--- config.mk ---
export PLATFORM = sky130hd
export DESIGN_NAME = pet_needs_fsm
export DESIGN_NICKNAME = d
export VERILOG_FILES = /design/src/rtl/pet_needs_fsm.sv
export SDC_FILE = /design/constraint.sdc
export NUM_CORES = 1
export LEC_CHECK = 0
export ABC_AREA = 0
export CORE_MARGIN = 2
export CORE_UTILIZATION = 55
export CTS_CLUSTER_DIAMETER = 30
export DETAILED_ROUTE_END_ITERATION = 12
export PLACE_DENSITY = 0.77
export SYNTH_ARGS = -nofsm -noshare
export SYNTH_HDL_FRONTEND = slang
export SYNTH_SLANG_ARGS = --single-unit
--- constraint.sdc ---
create_clock -name clk -period 3.57 [get_ports clk]
set_input_delay 0.5355 -clock clk [delete_from_list [all_inputs] [get_ports clk]]
set_output_delay 0.5355 -clock clk [all_outputs]
set_load 0.02 [all_outputs]
--- src/rtl/pet_needs_fsm.sv ---
// Needs-and-mood controller for the virtual pet: three saturating need levels
// decaying on a prescaled game tick, player actions, and a registered mood code.
module pet_needs_fsm #(
  parameter int LEVEL_W     = 3,
  parameter int INIT_LEVEL  = 5,
  parameter int TICK_DIV    = 5,
  parameter int E_DECAY     = 4,
  parameter int F_DECAY     = 4,
  parameter int P_DECAY     = 4,
  parameter int DEATH_TICKS = 20,
  parameter int SLEEP_GAIN  = 2,
  parameter int FEED_STEP   = 2,
  parameter int PLAY_TICKS  = 8,
  parameter int LOW_TH      = 1
) (
  input  logic               clk,
  input  logic               rst,
  input  logic               btn_sleep,
  input  logic               btn_awake,
  input  logic               btn_feed,
  input  logic               btn_play,
  input  logic               giro,
  input  logic               btn_test,
  input  logic [1:0]         test_sel,
  input  logic [LEVEL_W-1:0] test_value,
  output logic [LEVEL_W-1:0] energy,
  output logic [LEVEL_W-1:0] food,
  output logic [LEVEL_W-1:0] fun,
  output logic [3:0]         state,
  output logic               sign_IDLE,
  output logic               sign_SLEEP,
  output logic               sign_NEUTRAL,
  output logic               sign_TIRED,
  output logic               sign_DEATH,
  output logic               sign_HUNGRY,
  output logic               sign_SAD,
  output logic               sign_PLAYING,
  output logic               sign_BORED
);
  // state   | meaning
  // IDLE    | after reset, until the first game tick
  // SLEEP   | asleep, energy recovering
  // NEUTRAL | no need is low
  // TIRED   | energy low
  // DEATH   | exhausted and starved, absorbing until reset
  // HUNGRY  | food low
  // SAD     | two or more needs low
  // PLAYING | play session running
  // BORED   | fun low
  localparam logic [3:0] S_IDLE    = 4'd0;
  localparam logic [3:0] S_SLEEP   = 4'd1;
  localparam logic [3:0] S_NEUTRAL = 4'd2;
  localparam logic [3:0] S_TIRED   = 4'd3;
  localparam logic [3:0] S_DEATH   = 4'd4;
  localparam logic [3:0] S_HUNGRY  = 4'd5;
  localparam logic [3:0] S_SAD     = 4'd6;
  localparam logic [3:0] S_PLAYING = 4'd7;
  localparam logic [3:0] S_BORED   = 4'd8;

  localparam int CW = 16;
  localparam int SW = LEVEL_W + 2;
  localparam logic [CW-1:0]      C1     = CW'(1);
  localparam logic [LEVEL_W-1:0] MAX_L  = '1;
  localparam logic [SW-1:0]      MAX_S  = {2'b00, MAX_L};
  localparam logic [SW-1:0]      ONE_S  = SW'(1);
  localparam logic [SW-1:0]      FEED_S = SW'(FEED_STEP);
  localparam logic [LEVEL_W-1:0] LOW_L  = LEVEL_W'(LOW_TH);
  localparam logic [LEVEL_W-1:0] INIT_L = LEVEL_W'(INIT_LEVEL);

  logic sleep_q, awake_q, feed_q, play_q, giro_q, test_q;
  logic r_sleep, r_awake, r_feed, r_play, r_giro, r_test;
  logic tick, live, ld, ld_e, ld_f, ld_p;
  logic e_dec, e_inc, f_dec, p_dec;
  logic [SW-1:0] e_add, feed_add, giro_add;
  logic [CW-1:0] pre_cnt, e_cnt, s_cnt, f_cnt, p_cnt, d_cnt, play_cnt;
  logic asleep, playing, dead, started;
  logic e_low, f_low, p_low;
  logic [1:0] low_cnt;
  logic [3:0] mood;
  logic [8:0] signs;

  // Decrement (floored at 0) then add, saturating at MAX: covers decay+feed in one cycle.
  function automatic logic [LEVEL_W-1:0] sat_step(input logic [LEVEL_W-1:0] lvl,
                                                  input logic dec,
                                                  input logic [SW-1:0] add);
    logic [SW-1:0] sum;
    sum = {2'b00, lvl};
    if (dec && lvl != '0) sum = sum - ONE_S;
    sum = sum + add;
    if (sum > MAX_S) sum = MAX_S;
    return sum[LEVEL_W-1:0];
  endfunction

  assign r_sleep = btn_sleep & ~sleep_q;
  assign r_awake = btn_awake & ~awake_q;
  assign r_feed  = btn_feed  & ~feed_q;
  assign r_play  = btn_play  & ~play_q;
  assign r_giro  = giro      & ~giro_q;
  assign r_test  = btn_test  & ~test_q;

  assign tick = (pre_cnt == CW'(TICK_DIV - 1));
  assign live = ~dead;
  assign ld   = r_test & live;
  assign ld_e = ld & ((test_sel == 2'd0) | (test_sel == 2'd3));
  assign ld_f = ld & ((test_sel == 2'd1) | (test_sel == 2'd3));
  assign ld_p = ld & ((test_sel == 2'd2) | (test_sel == 2'd3));

  assign e_dec = tick & ~asleep & (e_cnt == CW'(E_DECAY - 1));
  assign e_inc = tick &  asleep & (s_cnt == CW'(SLEEP_GAIN - 1));
  assign f_dec = tick & (f_cnt == CW'(F_DECAY - 1));
  assign p_dec = tick & (p_cnt == CW'(P_DECAY - 1));

  assign e_add    = e_inc ? ONE_S : '0;
  assign feed_add = r_feed ? FEED_S : '0;
  assign giro_add = (r_giro & playing) ? ONE_S : '0;

  always_ff @(posedge clk or negedge rst) begin
    if (!rst) begin
      {sleep_q, awake_q, feed_q, play_q, giro_q, test_q} <= '0;
      pre_cnt <= '0;
    end else begin
      {sleep_q, awake_q, feed_q, play_q, giro_q, test_q} <=
        {btn_sleep, btn_awake, btn_feed, btn_play, giro, btn_test};
      pre_cnt <= tick ? '0 : pre_cnt + C1;
    end
  end

  // Energy decay counter holds its phase while asleep; the gain counter runs instead.
  always_ff @(posedge clk or negedge rst) begin
    if (!rst) begin
      energy <= INIT_L;
      e_cnt  <= '0;
      s_cnt  <= '0;
    end else if (ld_e) begin
      energy <= test_value;
      e_cnt  <= '0;
      s_cnt  <= '0;
    end else if (live) begin
      energy <= sat_step(energy, e_dec, e_add);
      if (asleep) begin
        if (tick) s_cnt <= e_inc ? '0 : s_cnt + C1;
      end else begin
        s_cnt <= '0;
        if (tick) e_cnt <= e_dec ? '0 : e_cnt + C1;
      end
    end
  end

  always_ff @(posedge clk or negedge rst) begin
    if (!rst) begin
      food  <= INIT_L;
      f_cnt <= '0;
    end else if (ld_f) begin
      food  <= test_value;
      f_cnt <= '0;
    end else if (live) begin
      food <= sat_step(food, f_dec, feed_add);
      if (tick) f_cnt <= f_dec ? '0 : f_cnt + C1;
    end
  end

  always_ff @(posedge clk or negedge rst) begin
    if (!rst) begin
      fun   <= INIT_L;
      p_cnt <= '0;
    end else if (ld_p) begin
      fun   <= test_value;
      p_cnt <= '0;
    end else if (live) begin
      fun <= sat_step(fun, p_dec, giro_add);
      if (tick) p_cnt <= p_dec ? '0 : p_cnt + C1;
    end
  end

  always_ff @(posedge clk or negedge rst) begin
    if (!rst) begin
      d_cnt <= '0;
      dead  <= 1'b0;
    end else if (live) begin
      if (energy == '0 && food == '0) begin
        if (tick) begin
          if (d_cnt == CW'(DEATH_TICKS - 1)) dead <= 1'b1;
          d_cnt <= d_cnt + C1;
        end
      end else begin
        d_cnt <= '0;
      end
    end
  end

  // Awake beats sleep on coincident edges; a full battery ends sleep by itself.
  always_ff @(posedge clk or negedge rst) begin
    if (!rst) begin
      asleep   <= 1'b0;
      playing  <= 1'b0;
      play_cnt <= '0;
    end else if (live) begin
      if (r_awake)                      asleep <= 1'b0;
      else if (r_sleep && !playing)     asleep <= 1'b1;
      else if (asleep && energy == MAX_L) asleep <= 1'b0;

      if (playing) begin
        if (r_play || energy == '0 || (tick && play_cnt == CW'(PLAY_TICKS - 1)))
          playing <= 1'b0;
        else if (tick)
          play_cnt <= play_cnt + C1;
      end else if (r_play && !asleep && energy != '0) begin
        playing  <= 1'b1;
        play_cnt <= '0;
      end
    end
  end

  assign e_low   = (energy <= LOW_L);
  assign f_low   = (food   <= LOW_L);
  assign p_low   = (fun    <= LOW_L);
  assign low_cnt = {1'b0, e_low} + {1'b0, f_low} + {1'b0, p_low};

  always_comb begin
    mood = S_NEUTRAL;
    if (dead)                 mood = S_DEATH;
    else if (asleep)          mood = S_SLEEP;
    else if (playing)         mood = S_PLAYING;
    else if (low_cnt >= 2'd2) mood = S_SAD;
    else if (f_low)           mood = S_HUNGRY;
    else if (e_low)           mood = S_TIRED;
    else if (p_low)           mood = S_BORED;
  end

  always_ff @(posedge clk or negedge rst) begin
    if (!rst) begin
      state   <= S_IDLE;
      signs   <= 9'd1;
      started <= 1'b0;
    end else begin
      if (tick) started <= 1'b1;
      if (tick || started) begin
        state <= mood;
        signs <= 9'd1 << mood;
      end
    end
  end

  assign sign_IDLE    = signs[0];
  assign sign_SLEEP   = signs[1];
  assign sign_NEUTRAL = signs[2];
  assign sign_TIRED   = signs[3];
  assign sign_DEATH   = signs[4];
  assign sign_HUNGRY  = signs[5];
  assign sign_SAD     = signs[6];
  assign sign_PLAYING = signs[7];
  assign sign_BORED   = signs[8];

endmodule

After elaboration in Yosys (flattened, before gate mapping)
Index checks and enable logic that the tools add are counted.
{ "word_totals": {"regBits": 144, "elab_cells": 187, "output_inout_bits": 22, "in_bits": 13} }
{ "op_classes": {"n_eq_ne": 19, "order_cmp": 7, "muxes": 63, "shift": 1, "add_sub_neg": 15, "bitwise_logic": 28, "reduce_logical": 32} }
{ "op_table": {"columns": ["op", "count"], "rows": [
  ["$mux W16", 25],
  ["$add A16 B1 Y16 const B", 7],
  ["$eq A16 B2 Y1 const B", 3],
  ["$mux W5", 9],
  ["$eq A16 B3 Y1 const B", 2],
  ["$mux W4", 7],
  ["$mux W3", 9],
  ["$and A1 B1 Y1", 17],
  ["$eq A16 B1 Y1 const B", 1],
  ["$eq A16 B5 Y1 const B", 1],
  ["$gt A5 B3 Y1 const B", 3],
  ["$ne A2 B2 Y1 const B", 7],
  ["$mux W1", 12],
  ["$reduce_bool A3 Y1", 4],
  ["$sub A3 B1 Y4 const B", 3],
  ["$add A5 B1 Y5", 2],
  ["$reduce_and A2 Y1", 5],
  ["$le A3 B1 Y1 const B", 3],
  ["$logic_and A1 B1 Y1", 9],
  ["$shl A1 B4 Y9 const A", 1],
  ["$not A1 Y1", 8],
  ["$reduce_bool A2 Y1", 4],
  ["$logic_not A3 Y1", 2],
  ["$add A5 B2 Y5", 1],
  ["14 further kinds", 20]
]} }

Depth between registers and ports, before layout
Gate-level depths: netlist of the first run.
{ "depth": {"ltp_word": 12, "depth_mapped": 14, "depth_no_buf": 13} }

Worst setup path after synthesis of the first run
Ideal clock, no wire load.
{ "synth_timing": {"path_kind": "register -> register", "start": "reg energy[0]", "end": "reg energy[1]", "period_less_slack_ns": 2.807, "setup_slack_ns": 0.763, "t_arrival_ns": 2.712, "setup_ns": 0.095, "path_buffers": 0, "path_stages_with_launch": 13, "cell_sequence": "dfstp_2 > inv_1 > ha_1 > ha_1 > nor4_4 > xnor2_1 > ha_1 > nand2b_1 > nor2_1 > xor2_1 > o21ai_0 > o21a_1 > o31ai_1"} }
{ "synth_via": {"elab_chain_len": 10} }
{ "synth_rtl": {"columns": ["element", "line", "source"], "rows": [
  ["start, declared", "26", "output logic [LEVEL_W-1:0] energy,"],
  ["start signal, assigned", "135", "energy <= test_value;"],
  ["start signal, assigned", "139", "energy <= sat_step(energy, e_dec, e_add);"],
  ["branches (longest 2 deep; another with $sub A3 B1 Y4)", null, null],
  ["$mux W5 *", "88", "if (dec && lvl != '0) sum = sum - ONE_S;"],
  ["$mux W5 *", "138", "end else if (live) begin"],
  ["$mux W5 *", "134", "end else if (ld_e) begin"],
  ["$add A5 B1 Y5 *", "89", "sum = sum + add;"],
  ["$gt A5 B3 Y1", "90", "if (sum > MAX_S) sum = MAX_S;"],
  ["$mux W3 *", "90", null],
  ["$mux W3 *", "138", null],
  ["$mux W3 *", "134", null]
]} }
Every way passes the cells marked *. The select of a mux whose other input is x is not followed.
A chain may end at the register's enable or synchronous reset.

Worst setup path in the final report of the first run
{ "layout_timing": {"start": "reg pre_cnt[0]", "end": "reg energy[1]"} }
{ "layout_via": {"elab_chain_len": 12} }
{ "layout_rtl": {"columns": ["element", "line", "source"], "rows": [
  ["start, declared", "75", "logic [CW-1:0] pre_cnt, e_cnt, s_cnt, f_cnt, p_cnt, d_cnt, play_cnt;"],
  ["start signal, assigned", "124", "pre_cnt <= tick ? '0 : pre_cnt + C1;"],
  ["$eq A16 B3 Y1 *", "101", "assign tick = (pre_cnt == CW'(TICK_DIV - 1));"],
  ["$and A1 B1 Y1 (2 in series)", "108", "assign e_dec = tick & ~asleep & (e_cnt == CW'(E_DECAY - 1));"],
  ["$logic_and A1 B1 Y1", "88", null],
  ["$mux W5", "88", null],
  ["$mux W5", "138", null],
  ["$mux W5", "134", null],
  ["$add A5 B1 Y5 *", "89", null],
  ["$gt A5 B3 Y1", "90", null],
  ["$mux W3 *", "90", null],
  ["$mux W3 *", "138", null],
  ["$mux W3 *", "134", null]
]} }
Mark *: on every way between the ends. The rest lies on a longest branch, timed or not. The select of a mux whose other input is x is not followed.

==> results of run 1 <==
-- synth_stat cells (7+ instances only) --
| cell | instances |
|---|---|
| nor4_1 | 21 |
| clkbuf_1 | 16 |
| nor2b_1 | 14 |
| o21ai_0 | 78 |
| a21oi_1 | 8 |
| xnor2_1 | 40 |
| nand3_1 | 46 |
| nand4_1 | 26 |
| inv_1 | 30 |
| dfstp_2 | 7 |
| o31ai_1 | 20 |
| xor2_1 | 29 |
| nand2_1 | 76 |
| and3_1 | 27 |
| dfrtp_1 | 137 |
| nor3_1 | 21 |
| ha_1 | 30 |
| nand2b_1 | 9 |
| nor2_1 | 100 |
-- final timing paths --
check                      slack (ps)            to       start  cells after the start
min                                60  play_cnt[11]         rst                      1
max in group asynchronous        2650       food[2]         rst                      2
min in group clk                  480      signs[2]    signs[2]                      2
max reg2reg                       340     energy[1]  pre_cnt[0]                     13
max                               340     energy[1]  pre_cnt[0]                     13
min reg2reg                       480      signs[2]    signs[2]                      2
-- kinds of logic (layout without fill, tap and decap cells) --
kind of cell             Yosys count  after routing
adder cells (fa/ha/maj)           30             30
flip-flops                       144            144
multiplexers                       7              7
AND/OR/NAND/NOR                  387            387
AO/OA/AOI/OAI                    154            154
XOR/XNOR                          69             69
buffers and inverters             56            109
-- per-stage QoR --
stage	std cells	utilization [%]
detailed placement	1052	59.5
CTS	1083	63.7
floorplan	847	-
global placement	1052	59.5
global route	1084	63.8
finish	1084	63.8
-- power by group through the flow --
stage                     clock [µW]  sequential [µW]  combinational (µW)
after floorplan                    0             2070                 856
after global placement             0             2030                1360
after detailed placement           0             2040                1390
after CTS                       1840             2010                1400
after global routing            1920             2040                1570
final                           1820             2020                1410
-- flip-flops by register name (all words and copies together), names as in the netlist --
| register | flops |
|---|---|
| fun | 3 |
| f_cnt | 16 |
| awake_q | 1 |
| asleep | 1 |
| giro_q | 1 |
| playing | 1 |
| p_cnt | 16 |
| play_cnt | 16 |
| feed_q | 1 |
| test_q | 1 |
| d_cnt | 16 |
| food | 3 |
| state | 4 |
| pre_cnt | 16 |
| e_cnt | 16 |
| started | 1 |
| energy | 3 |
| signs | 9 |
| s_cnt | 16 |
| sleep_q | 1 |
| play_q | 1 |
| dead | 1 |
-- what timing repair did --
action	CTS	global route
gates resized for setup	0	0
hold buffers	0	0
setup endpoints to repair	0	1
setup buffers	0	1
-- cell type report --
| type | count | area (µm²) | share of cell area (%) |
|---|---|---|---|
| sequential | 144 | 3610 | 39.4 |
| inverter | 30 | 113 | 1.23 |
| tap | 184 | 230 | 2.51 |
| multi-input combinational | 647 | 4150 | 45.2 |
| timing repair buffer | 48 | 459 | 5.01 |
| clock buffer | 21 | 470 | 5.13 |
| clock inverter | 10 | 134 | 1.46 |
-- metal layers --
metal / vias to the layer above / track usage (%)
li1: 3118 / -
met1: 3116 / 32.0
met2: 132 / 36.9
met3: 23 / 4.77
met4: 0 / 8.46
met5: - / 0
==> summary.md, run 1 <==
| Metric | Value |
|---|---|
| Largest family of logic cells by synthesized area | simple AND/OR/NAND/NOR gates |
| Outcome | finished clean |
| Final wirelength | 17,400 µm |
| Synth Flop Type | dfrtp_1 |
| Synthesized area per cell | roughly 9.4 µm² |
| Met2 routed WL | approximately 8300 µm |
| Largest stage delay, worst path | 420 ps |
| CTS sink cnt | 144 |
| CTS Buf Count | 17 |
| Root Buffer | clkbuf_16 |
| Crit path cell chain | inv_1 -> ha_1 -> nor3b_1 -> nand4_2 -> nor4_4 -> xnor2_1 -> ha_1 -> nand2b_1 -> nor2_1 -> xor2_1 -> o21ai_0 -> o21a_1 -> o31ai_1 |
| M1 WL | 8070 µm |
| Fill cells | 1,151 |
| Leakage dissipation | 0.00385 µW |
| Top Ports | 35 |
| DP Area | between 0.008 and 0.009 mm² |
| Leading cell types in the layout, fill and taps excluded | dfrtp_1 (137), nor2_1 (100), o21ai_0 (78) |
| Drt via density | 5.89 |
| Post-DP HPWL | 11,800 µm |
| Fraction of layout cells with a size suffix above 1 | 9.22% |
| Post-synthesis register bit count | 144 |
| Syn_nets | between 800 and 900 |
| Unrepaired setup endpoints after global routing | no |
| Fin. Hold Viols | 0 |
| # nets final | 931 |
| Number of antenna diodes | 0 |
| Post-synth cell types | 66 |
| Port bufs | 34 |
| Maxcap violations | 0 |
| Crit path arrival time | 3560 ps |
| YS warnings | 0 |
| Cell taking the most area after synthesis | dfrtp_1 |
| First-pass iteration count of the detailed router | 5 |
| H-tree Lvls | 4 |
| Peak supply drop | 0.469 mV |
| Synth area leaders | dfrtp_1 (43%), o21ai_0 (4.9%), ha_1 (4.7%) |
| Placement Rows | 44 |
| Design Area, Final | 0.00917 mm² |
| Period utilisation layout | 90.4% |
| Clock transition at the registers of the reported paths | 60 ps |
| Comb pwr share | ~27% |
| Initial DRC count | 468 |
| Vias in the first global route | 6,251 |
| Net Sw Frac | 32.3% |
| Internal Power | 3550 µW |
| Clock power frac | 34.6% |
| Setup crit end kind | register |
| Simple-Gate Fraction of Synth Area | 26.0% |
| Gate Count Post-Synth | 847 |
| Die height | 125 µm |
| Top Metal Used | met4 |
| Synth Area in Compound Gates | between 10 and 15% |
| Worst-case clock skew | 7.95 ps |
| Sequential fraction of design power | about two fifths |
| WL/cell | 16.0 µm |
| Initial core utilization | approximately 56% |
| WL met3 | 763 µm |
| Antenna-violating nets left | 0 |
| Overall routing resource usage | 23.4% |
| Synth Area in XOR/XNOR | roughly 7.6% |
| Worst-Skew Late Latency | ~420 ps |
| GP Congestion | just over 0.8 |
| CTS tree | built |
| Synth Cell Area | 0.00800 mm² |
| First-pass GRT wire length | 29,800 µm |
| Worst-Margin Slew | 1200 ps |
| Final worst slack | 342 ps |
| Die Wd | 125 µm |
| Sequential share of the synthesized area | 45.1% |
| Die area | around 0.016 mm² |
| Critical path's most frequent cell | ha_1 |
| Most common cell after layout, fill and taps aside | dfrtp_1 |
| Peak fanout along the critical path | 6 |
| Hold Path Class | input pin to asynchronous set/reset pin |
| Number of flops mapped to enable cells by yosys | 0 |
| Dpl ws | 270 ps |
| Slew headroom | 19.9% |
| Power Density | 572 mW/mm² |
| Post-synthesis adder-cell area fraction | under 10% |
| CORE AREA | 0.0144 mm² |
| Antenna violations before repair | 0 |
| Post-synth ARST share | 100% |
| Clock Path Buffers | 2 |
| NetSw | 1690 µW |
| Minimum clock period | roughly 3200 ps |
| Pin count of the biggest net entering global routing | 89 |
| FMAX | roughly 310 MHz |
| Critical Path RT | 3900 ps |
| Area Growth Syn to Fin | 14.5% |
| Critical path launch point type | register |
| WP buf/inv | 1 |
| Largest delay share family, worst path | simple AND/OR/NAND/NOR gates |
| Vias | approximately 6,400 |
| Slew Viols, Final | 0 |
| Share of the synthesized area in the top cell type | between 40% and 50% |
| Final Power | 5240 µW |
| Post-synthesis mux area share | 0.922% |
| Setup violations, final | 0 |
| Total global routing overflow | 0 |
| Sum Neg Setup Slack | 0 ps |
| CP max stage cell | dfrtp_1 |
| Hold_ws | 62.9 ps |
| WS Path Type | register to register |
| Drt drc | 0 |
Power figures use the tool's default switching activity.
==> run 2: changes to the inputs <==
--- a/config.mk
+++ b/config.mk
@@ -10,6 +10,7 @@
 export CORE_UTILIZATION = 55
 export CTS_CLUSTER_DIAMETER = 30
 export DETAILED_ROUTE_END_ITERATION = 12
+export GPL_TIMING_DRIVEN = 0
 export PLACE_DENSITY = 0.77
 export SYNTH_ARGS = -nofsm -noshare
 export SYNTH_HDL_FRONTEND = slang
==> summary.md, run 2 (synthesized netlist as in run 1, its figures left out) <==
| Metric | Value |
|---|---|
| Critical path's most frequent cell | ha_1 |
| Clock Path Buffers | 2 |
| Internal Power | 3490 µW |
| Drt via density | 5.87 |
| Maxcap violations | 0 |
| NetSw | 1680 µW |
| CTS resizes | 0 |
| Number of antenna diodes | 0 |
| CP max stage cell | dfstp_2 |
| DP Cell Count | 1,066 |
| CP Depth | 12 |
| Initial DRC count | 439 |
| Postcts setup bufs | 0 |
| CTS Buf Count | 17 |
| FMAX | 315 MHz |
| Antenna violations before repair | 0 |
| Final core occ | a little under two thirds |
| Crit path cell chain | inv_1 -> ha_1 -> ha_1 -> nor4_4 -> xnor2_1 -> ha_1 -> nand2b_1 -> nor2_1 -> xor2_1 -> o21ai_0 -> o21a_1 -> o31ai_1 |
| Worst reg2reg path depth | 12 |
| Crit path from | energy[0] |
| Peak supply drop | roughly 0.44 mV |
| Minimum clock period | 3170 ps |
| Leading cell types in the layout, fill and taps excluded | dfrtp_1 (137), nor2_1 (100), o21ai_0 (78) |
| Sequential fraction of design power | 38.6% |
| WP buf/inv | 1 |
| Hold buffers post-CTS | 0 |
| H-tree Lvls | 4 |
| Root Buffer | clkbuf_16 |
| Antenna-violating nets left | 0 |
| Pin count of the biggest net entering global routing | 75 |
| Finished Layout Cells | approximately 1,100 |
| CP endpoint | energy[1] |
| Worst R2R Start | energy[0] |
| WL/cell | ~16 µm |
| First-pass iteration count of the detailed router | 7 |
| Clock power frac | about a third |
| Setup violations, final | 0 |
| Fill cells | between 1,000 and 1,500 |
| GP Congestion | 0.846 |
| Critical Path RT | 3900 ps |
| Most common cell after layout, fill and taps aside | dfrtp_1 |
| Power Density | 562 mW/mm² |
| Area Growth Syn to Fin | 14.9% |
| # nets final | 944 |
| Fin. Hold Viols | 0 |
| Placement Rows | 44 |
| Overall routing resource usage | 23.5% |
| Worst R2R Setup Slack | around 400 ps |
| Slew headroom | 49.8% |
| Post-DP HPWL | 12,000 µm |
| Die Wd | 125 µm |
| Sum Neg Setup Slack | 0 ps |
| Worst-Margin Slew | 748 ps |
| Crit path arrival time | between 3000 and 4000 ps |
| RR Endpoint | energy[1] |
| Hold Path Class | input pin to asynchronous set/reset pin |
| Leakage dissipation | between 0.003 and 0.004 µW |
| Dpl ws | 354 ps |
| Port bufs | 34 |
| Vias | 6,440 |
| Die area | between 0.015 and 0.02 mm² |
| Vias in the first global route | 6,311 |
| Outcome | finished clean |
| Setup crit end kind | register |
| Slew Viols, Final | 0 |
| Hold_ws | 117 ps |
| Final wirelength | 17,300 µm |
| Largest delay share family, worst path | adder cells |
| CTS sink cnt | 144 |
| CTS tree | built |
| Die height | ~120 µm |
| Net Sw Frac | 32.4% |
| WS Path Type | register to register |
| Final worst slack | 398 ps |
| Unrepaired setup endpoints after global routing | no |
| Top Ports | 35 |
| Initial core utilization | roughly 56% |
| Drt drc | 0 |
| Worst-case clock skew | 7.07 ps |
| Largest stage delay, worst path | 620 ps |
| Peak fanout along the critical path | 7 |
| Comb pwr share | 27.2% |
| Total global routing overflow | 0 |
| Critical path launch point type | register |
| CORE AREA | 0.0144 mm² |
| Clock transition at the registers of the reported paths | around 60 ps |
| Worst-Skew Late Latency | approximately 420 ps |
| Fraction of layout cells with a size suffix above 1 | 8.76% |
| Period utilisation layout | 88.9% |
| First-pass GRT wire length | around 30,000 µm |
run 2: worst min path at each step:
stage              from      endpoint  cells past startpoint
6_report            rst  play_cnt[12]                      1
5_1_grt             rst  play_cnt[12]                      1
4_1_cts             rst  play_cnt[12]                      1
3_5_place_dp   signs[4]      signs[4]                      2
3_3_place_gp   signs[4]      signs[4]                      2
2_1_floorplan       rst        asleep                      0
run 2: per-layer routing:
| layer | vias to the layer above | routed length [µm] | track usage, % |
|---|---|---|---|
| met2 | 128 | 8320 | 37.7 |
| met5 | - | 0 | 0 |
| met1 | 3142 | 8040 | 31.8 |
| li1 | 3146 | - | - |
| met3 | 24 | 627 | 5.20 |
| met4 | 0 | 303 | 7.73 |
run 2: stage by stage:
stage	total power (µW)	cell area, µm²
floorplan	2930	8000
global placement	3380	8570
detailed placement	3410	8600
CTS	5210	9190
global route	5470	9190
finish	5170	9190
run 2: final cells by class:
class                           count  area (µm²)  area share (%)
Tap cell                          184         230            2.50
Clock buffer                       22         484            5.27
Inverter                           30         113            1.22
Timing Repair Buffer               35         369            4.02
Buffer                             26         131            1.43
Multi-Input combinational cell    647        4150            45.1
Clock inverter                      9         106            1.16
Sequential cell                   144        3610            39.3
run 2: power by group through the flow:
stage / combinational [µW] / clock (µW) / sequential (µW)
finish: 1410 / 1770 / 1990
global route: 1570 / 1880 / 2020
CTS: 1410 / 1800 / 1990
detailed placement: 1400 / 0 / 2020
global placement: 1360 / 0 / 2020
floorplan: 856 / 0 / 2070
==> run 3: changes to the inputs <==
--- a/config.mk
+++ b/config.mk
@@ -12,6 +12,7 @@
 export DETAILED_ROUTE_END_ITERATION = 12
 export GPL_TIMING_DRIVEN = 0
 export PLACE_DENSITY = 0.77
+export SETUP_SLACK_MARGIN = 0.3
 export SYNTH_ARGS = -nofsm -noshare
 export SYNTH_HDL_FRONTEND = slang
 export SYNTH_SLANG_ARGS = --single-unit
==> summary.md, run 3 (synthesized netlist as in run 1, its figures left out) <==
| Metric | Value |
|---|---|
| Unrepaired setup endpoints after global routing | yes |
| Comb pwr share | 27.6% |
| H-tree Lvls | 4 |
| CORE AREA | approximately 0.014 mm² |
| Worst-Skew Late Latency | 420 ps |
| Sequential fraction of design power | 38.4% |
| Total global routing overflow | 0 |
| Critical path launch point type | register |
| Period utilisation layout | 86.8% |
| Placement Rows | 44 |
| Slew Viols, Final | 0 |
| CTS sink cnt | 144 |
| Design Area, Final | 0.00928 mm² |
| Final core occ | 64.6% |
| CTS Buf Count | 17 |
| Antenna violations before repair | 0 |
| Maxcap violations | 0 |
| Clock Path Buffers | 2 |
| CTS tree | built |
| Die area | 0.0155 mm² |
| Post-DP HPWL | 12,000 µm |
| Hold buffers post-CTS | 0 |
| Slew headroom | 50.7% |
| Net Sw Frac | 32.4% |
| Fin. Hold Viols | 0 |
| Port bufs | 34 |
| Die Wd | 125 µm |
| Number of antenna diodes | 0 |
| Worst R2R Start | energy[0] |
| Clock power frac | 34.1% |
| Drt via density | 5.91 |
| Fraction of layout cells with a size suffix above 1 | between 9 and 10% |
| Worst R2R Setup Slack | 470 ps |
| Hold Path Class | input pin to asynchronous set/reset pin |
| Leakage dissipation | between 0.003 and 0.004 µW |
| # nets final | 954 |
| WL/cell | 15.8 µm |
| Power Density | 561 mW/mm² |
| Setup crit end kind | register |
| Worst-case clock skew | 6.48 ps |
| Top Ports | 35 |
| Setup violations, final | 0 |
| Drt drc | 0 |
| Minimum clock period | 3100 ps |
| GP Congestion | approximately 0.85 |
| Leading cell types in the layout, fill and taps excluded | dfrtp_1 (137), nor2_1 (100), o21ai_0 (78) |
| Area Growth Syn to Fin | 15.9% |
| Worst reg2reg path depth | 12 |
| Antenna-violating nets left | 0 |
| Pin count of the biggest net entering global routing | 75 |
| DP Area | 0.00860 mm² |
| Root Buffer | clkbuf_16 |
| Most common cell after layout, fill and taps aside | dfrtp_1 |
| Clock transition at the registers of the reported paths | 60 ps |
| Critical Path RT | 3900 ps |
| Initial DRC count | approximately 480 |
| Outcome | finished clean |
| First-pass GRT wire length | about 30,000 µm |
| Initial core utilization | 55.7% |
| RR Endpoint | energy[1] |
| Peak fanout along the critical path | 6 |
| Internal Power | 3520 µW |
| Overall routing resource usage | between 20% and 30% |
| WS Path Type | register to register |
| Peak supply drop | 0.443 mV |
| Worst-Margin Slew | 734 ps |
| Fill cells | 1,137 |
| Final wirelength | 17,500 µm |
| Crit path arrival time | between 3000 and 4000 ps |
| First-pass iteration count of the detailed router | 5 |
| Vias | about 6,500 |
| NetSw | 1690 µW |
| Sum Neg Setup Slack | 0 ps |
| FMAX | 323 MHz |
| Vias in the first global route | ~6,300 |
| Die height | 125 µm |
-- run 3: cell types whose count changed in the layout (fill, tap and decap cells not counted) --
cell,previous run,this run
buf_4,1,11
ha_1,30,29
ha_2,0,1
nor3b_1,6,5
nor3b_2,0,1
-- run 3: worst max-delay path by stage --
stage	to	slack [ps]	from	cells past startpoint
2_1_floorplan	energy[1]	760	energy[0]	12
3_3_place_gp	f_cnt[11]	-3750	rst	1
3_5_place_dp	energy[1]	350	pre_cnt[0]	14
4_1_cts	energy[1]	350	pre_cnt[0]	14
5_1_grt	energy[1]	190	energy[0]	12
6_report	energy[1]	470	energy[0]	12
-- run 3: final cells by class --
| cell class | instances | area (µm²) | share of cell area, % |
|---|---|---|---|
| buffer | 26 | 131 | 1.42 |
| inverter | 30 | 113 | 1.21 |
| multi-input combinational | 647 | 4150 | 44.8 |
| sequential | 144 | 3610 | 38.9 |
| clock buffer | 22 | 484 | 5.22 |
| clock inverter | 9 | 106 | 1.15 |
| tap | 184 | 230 | 2.48 |
| timing repair buffer | 45 | 444 | 4.79 |
-- run 3: repair_timing --
item | CTS | global route
resized for setup | 0 | 2
endpoints found under the setup margin | 0 | 8
setup buffers | 0 | 10
-- run 3: stage by stage --
stage          worst slack [ps]  hold WS [ps]  power, µW  std cells
6_report                    470           112       5200       1107
4_1_cts                     348           141       5210       1097
5_1_grt                     195           166       5500       1107
2_1_floorplan               763           240       2930        847
3_5_place_dp                354           470       3410       1066
3_3_place_gp              -3750           463       3380       1065
-- run 3: worst max-delay path, stage by stage, from the launching register on --
cell and delay (ps):
dfstp_2 620, inv_1 100, ha_1 220, ha_1 270, nor4_4 420, xnor2_1 180
ha_2 270, nand2b_1 100, nor2_1 150, xor2_1 240, o21ai_0 130, o21a_1 130
o31ai_1 170
-- run 3: power groups by stage --
stage | clock network (µW) | logic (µW) | registers, µW
after detailed placement | 0 | 1400 | 2020
final | 1770 | 1440 | 2000
after CTS | 1800 | 1410 | 1990
after floorplan | 0 | 856 | 2070
after global placement | 0 | 1360 | 2020
after global routing | 1880 | 1600 | 2020
-- run 3: metal layers --
metal,part of all wire [%],GRT usage (%)
met4,2.1,7.73
met3,4.2,5.20
met2,48,37.7
met1,46,31.8
met5,0,0
